[src/rtl/mem_stage.sv]
// mem_stage: RV32I load/store unit with a three-state handshake to data memory
module mem_stage (
  input  logic        clk,
  input  logic        rst,
  input  logic        req_valid,
  input  logic        mem_read,
  input  logic        mem_write,
  input  logic [2:0]  funct3,
  input  logic [31:0] addr,
  input  logic [31:0] wdata,
  input  logic        dmem_resp,
  input  logic [31:0] dmem_rdata,
  output logic        dmem_read,
  output logic        dmem_write,
  output logic [31:0] dmem_address,
  output logic [31:0] dmem_wdata,
  output logic [3:0]  dmem_mbe,
  output logic [31:0] mdr_out,
  output logic        stall,
  output logic        misaligned,
  output logic [3:0]  rmask,
  output logic [3:0]  wmask
);
  typedef enum logic [1:0] {IDLE, ACCESS, DONE} state_t;
  state_t      state_q, state_d;
  logic [31:0] addr_q, addr_d, wdata_q, wdata_d, mdr_q, mdr_d;
  logic [2:0]  funct3_q, funct3_d;
  logic        rd_q, rd_d, wr_q, wr_d, mis_q, mis_d;
  logic        req, in_mis, latch, access, done, load_q;
  logic [3:0]  mask;
  logic [7:0]  byte_sel;
  logic [15:0] half_sel;
  logic [31:0] load_val;
  assign req      = req_valid & (mem_read | mem_write);
  assign in_mis   = funct3[1:0] == 2'b00 ? 1'b0 : funct3[1:0] == 2'b01 ? addr[0] : |addr[1:0];
  assign latch    = (state_q == IDLE) & req;
  assign access   = state_q == ACCESS;
  assign done     = state_q == DONE;
  assign load_q   = rd_q & ~wr_q;
  assign mask     = funct3_q[1:0] == 2'b00 ? 4'b0001 << addr_q[1:0] :
                    funct3_q[1:0] == 2'b01 ? (addr_q[1] ? 4'b1100 : 4'b0011) : 4'b1111;
  assign byte_sel = dmem_rdata[{addr_q[1:0], 3'b000} +: 8];
  assign half_sel = addr_q[1] ? dmem_rdata[31:16] : dmem_rdata[15:0];
  assign load_val = funct3_q == 3'b000 ? {{24{byte_sel[7]}}, byte_sel} :
                    funct3_q == 3'b100 ? {24'b0, byte_sel} :
                    funct3_q == 3'b001 ? {{16{half_sel[15]}}, half_sel} :
                    funct3_q == 3'b101 ? {16'b0, half_sel} : dmem_rdata;
  // Memory-side outputs come from latched state so they stay stable across waits
  assign dmem_write   = access & wr_q;
  assign dmem_read    = access & load_q;
  assign dmem_address = {addr_q[31:2], 2'b00};
  assign dmem_wdata   = funct3_q[1:0] == 2'b00 ? {4{wdata_q[7:0]}} :
                        funct3_q[1:0] == 2'b01 ? {2{wdata_q[15:0]}} : wdata_q;
  assign dmem_mbe     = ~access ? 4'b0000 : wr_q ? mask : 4'b1111;
  assign stall        = latch | access;
  assign misaligned   = done & mis_q;
  assign rmask        = done & ~mis_q & load_q ? mask : 4'b0000;
  assign wmask        = done & ~mis_q & wr_q ? mask : 4'b0000;
  assign mdr_out      = mdr_q;
  // Next state, request capture and load-result update
  always_comb begin
    state_d  = state_q == IDLE ? (req ? (in_mis ? DONE : ACCESS) : IDLE) :
               state_q == ACCESS ? (dmem_resp ? DONE : ACCESS) : IDLE;
    addr_d   = latch ? addr : addr_q;
    wdata_d  = latch ? wdata : wdata_q;
    funct3_d = latch ? funct3 : funct3_q;
    rd_d     = latch ? mem_read : rd_q;
    wr_d     = latch ? mem_write : wr_q;
    mis_d    = latch ? in_mis : mis_q;
    mdr_d    = access & dmem_resp & load_q ? load_val :
               latch & in_mis & ~mem_write ? 32'd0 : mdr_q;
  end
  // State register; reset abandons any in-flight access immediately
  always_ff @(posedge clk or posedge rst) begin
    if (rst) begin
      state_q  <= IDLE;
      addr_q   <= '0;
      wdata_q  <= '0;
      funct3_q <= '0;
      rd_q     <= 1'b0;
      wr_q     <= 1'b0;
      mis_q    <= 1'b0;
      mdr_q    <= '0;
    end else begin
      state_q  <= state_d;
      addr_q   <= addr_d;
      wdata_q  <= wdata_d;
      funct3_q <= funct3_d;
      rd_q     <= rd_d;
      wr_q     <= wr_d;
      mis_q    <= mis_d;
      mdr_q    <= mdr_d;
    end
  end
endmodule

[config.mk]
export PLATFORM = sky130hd
export DESIGN_NAME = mem_stage
export DESIGN_NICKNAME = d
export VERILOG_FILES = /design/src/rtl/mem_stage.sv
export SDC_FILE = /design/constraint.sdc
export NUM_CORES = 1
export LEC_CHECK = 0
export ABC_CLOCK_PERIOD_IN_PS = 3400
export CAP_MARGIN = 20
export CORE_MARGIN = 5
export CORE_UTILIZATION = 37
export CTS_BUF_LIST = sky130_fd_sc_hd__clkbuf_16
export CTS_CLUSTER_SIZE = 12
export DETAILED_ROUTE_END_ITERATION = 10
export PLACE_DENSITY = 0.7
export SYNTH_ARGS = -nofsm -noshare
export SYNTH_HDL_FRONTEND = slang
export SYNTH_SLANG_ARGS = --single-unit
[constraint.sdc]
create_clock -name clk -period 3.4 [get_ports clk]
set_clock_uncertainty 0.05 [all_clocks]
set_input_delay 0.34 -clock clk [delete_from_list [all_inputs] [get_ports clk]]
set_output_delay 0.34 -clock clk [all_outputs]
set_load 0.03 [all_outputs]
==> out/qor.yml <==
status:
  status: "completed"
layout:
  insertedDiodeCount: 0
  area.growth.synth_to_final_pct: 42.27
  fin_nets: 768
  instances_no_fill: 852
  finish.instance_area_um2: 7795
  final_layout_size_suffix_gt1_frac: 0.1692
global_routing:
  grt_max_degree: 43
  grt_pass1_vias: 4886
  grt.total_usage: 0.1899
  grt-busiest-layer: "met2"
  grt_pass1_wl_um: 26830
  grt_use_met1: 0.2347
  use_met3: 0.07301
  use_met2: 0.3090
  grt-ovfl-total: 0
  antenna_found_initial: 1
floorplanning:
  initial_core_util: 0.3770
  io_pins: 217
  rows: 44
  dieHeight_um: 131.7
  die_x_um: 131.7
  die_area_um2: 17340
  coreArea_um2: 14530
power_and_ir_drop:
  max-vdd-ir-drop_uv: 454.7
  power.total_mw: 6.385
  p_leak_nw: 3.262
  power_density_nw_per_um2: 819.1
min_path:
  hp-class: "in2async"
cts:
  insertion_delay_ns: 0.35
  clockRootBuffer: "clkbuf_16"
  cts_tree: "yes"
  htreeDepth: 3
  post_cts.repair.setup_buffers: 0
  hold_buffers: 0
  clock_sinks: 104
  clkTransAtPathRegs_ns: 0.07
  ctsResizeCount: 0
  cts_max_path_buffers: 2
  cts_buffers: 9
timing:
  rsz0062_at_grt: "no"
  setup_tns_ns: 0
  finalCritPeriodShare: 0.8681
  fmax_ghz: 0.3388
  relSlewSlack: 0.4117
  layout_min_cycle_time_ns: 2.951
  fin_hold_ws_ns: 0.3857
  tightest_slew_ns: 0.8825
  slew_violations: 0
  finalHoldViolations: 0
  finalSetupViolations: 0
detailed_routing:
  antenna_left: 0
  avgViaCountPerCell: 5.336
  drtPass1Iterations: 6
  wl_um: 16610
  num_vias: 4546
  wl_per_cell_um: 19.50
  drtIter0Drc: 307
  drc: 0
worst_setup_path:
  worstSetupStartpointType: "flop"
  crit_path_frequent_cell: "nand2_1"
  rr_worst_depth: 5
  r2r_slack_ns: 0.90
  r2r-start: "funct3_q[1]"
  crit_fanout: 15
  critPathArrivalTime_ns: 2.56
  timing.critical_path.to_type: "primary output"
  criticalPathCategory: "reg2out"
  slowest_stage: "nor2_1"
  cp_cell_sequence: "nor2_1 -> nand2_1 -> nand2_1 -> clkdlybuf4s50_1"
  cp.required_ns: 3.01
  rr_endpoint: "mdr_out[19]"
  cp_slowest_stage_delay_ns: 0.69
synth:
  synth_ff_type: "dfrtp_1"
  yosys-top-cells-area: "dfrtp_1 (47%), mux2_2 (16%), buf_4 (5.5%)"
  synth_area_um2: 5479
  synth.distinct_cells: 40
  yosysSeqAreaShare: 0.4750
  synth_warnings: 0
  synth.most_common_cell: "dfrtp_1"
  synth_edf_count: 0
  avgSynthCellArea_um2: 10.89
  yosys.area.top_type: "dfrtp_1"
  yosysTopAreaCellShare: 0.4750
  syn_inst: 503
  synthTopCellsByCount: "dfrtp_1 (104), mux2_2 (78), nand2_1 (58)"
  async_reset_ff_frac: 1.000
  ys_seq_elements: 104
placed_design:
  place_congestion: 0.8118
  placed_cell_area_um2: 7505
  dp.cells: 836
  port-buffer-count: 214
  hpwl_um: 12630
flow_run:
  cap_violations: 0
## worst max-delay path: cells and delay by family, from the launching register on
family                 cells  cell delay [ns]
buffers and inverters      1             0.68
and+or+nand+nor            3             0.91
DFF                        1             0.61
## logic make-up (layout without fill, tap and decap cells)
kind of cell | after synthesis | after routing | share of synthesized area
buf+inv | 87 | 251 | 0.08997
simple gates | 121 | 121 | 0.09865
flops | 104 | 104 | 0.4750
compound gates | 97 | 97 | 0.1343
other cells | 1 | 2 | 0.0006844
mux | 93 | 93 | 0.2014
## routing by layer
metal	wire [µm]	share of wire
met1	6788	0.41
met4	300	0.018
met3	1620	0.098
met2	7883	0.47
met5	20	0.0012
## layout make-up
cell class / count / area, µm²
fillers: 1298 / 6739
flip-flops and latches: 104 / 2604
multi-input cells: 313 / 2389
repair buffers: 223 / 2235
well taps: 184 / 230.2
clock buffers: 9 / 225.2
clock inverters: 7 / 65.06
inverters: 12 / 47.55
## cells in the final DEF (no fill, tap or decap), drive strengths merged, types with 3 or more instances in the layout
cell type,instances
clkdlybuf4s50,214
dfrtp,104
mux2,78
nand2,58
nor2,29
a21oi,18
a221o,15
o2bb2ai,15
inv,15
nand3,10
o21ai,9
mux2i,9
o211ai,9
a221oi,9
clkbuf,9
buf,9
o22ai,8
a22o,8
mux4,6
nor2b,4
nand2b,4
or3,3
and2,3
## metrics by stage
stage	utilization	setup WS (ns)
finish	0.5363	0.4486
detailed placement	0.5164	0.7344
global route	0.5363	0.3365
floorplan	-	0.2778
global placement	0.5164	0.7698
CTS	0.5363	0.4400
## state kept, by name (all words and copies together) (netlist names)
register / cells
state_q: 2
rd_q: 1
mis_q: 1
wdata_q: 32
mdr_out: 32
funct3_q: 3
wr_q: 1
addr_q: 32
## where the power goes
group          switching, mW  internal [mW]  leakage (nW)
Clock                  0.455          0.566         0.146
Sequential             0.369           1.66          1.28
Combinational           1.81           1.52          1.84
## worst max path at each step
stage                     cells past startpoint        start  slack (ns)              to
after detailed placement                      5    mem_write        0.73      wdata_q[1]
after floorplan                               1          rst        0.28       addr_q[0]
after global placement                        5    mem_write        0.77      addr_q[26]
final                                         4  funct3_q[0]        0.45  dmem_wdata[12]
after CTS                                     4  funct3_q[1]        0.44     dmem_mbe[3]
after global routing                          4  funct3_q[0]        0.34  dmem_wdata[12]
(Power assumes the default switching activity.)
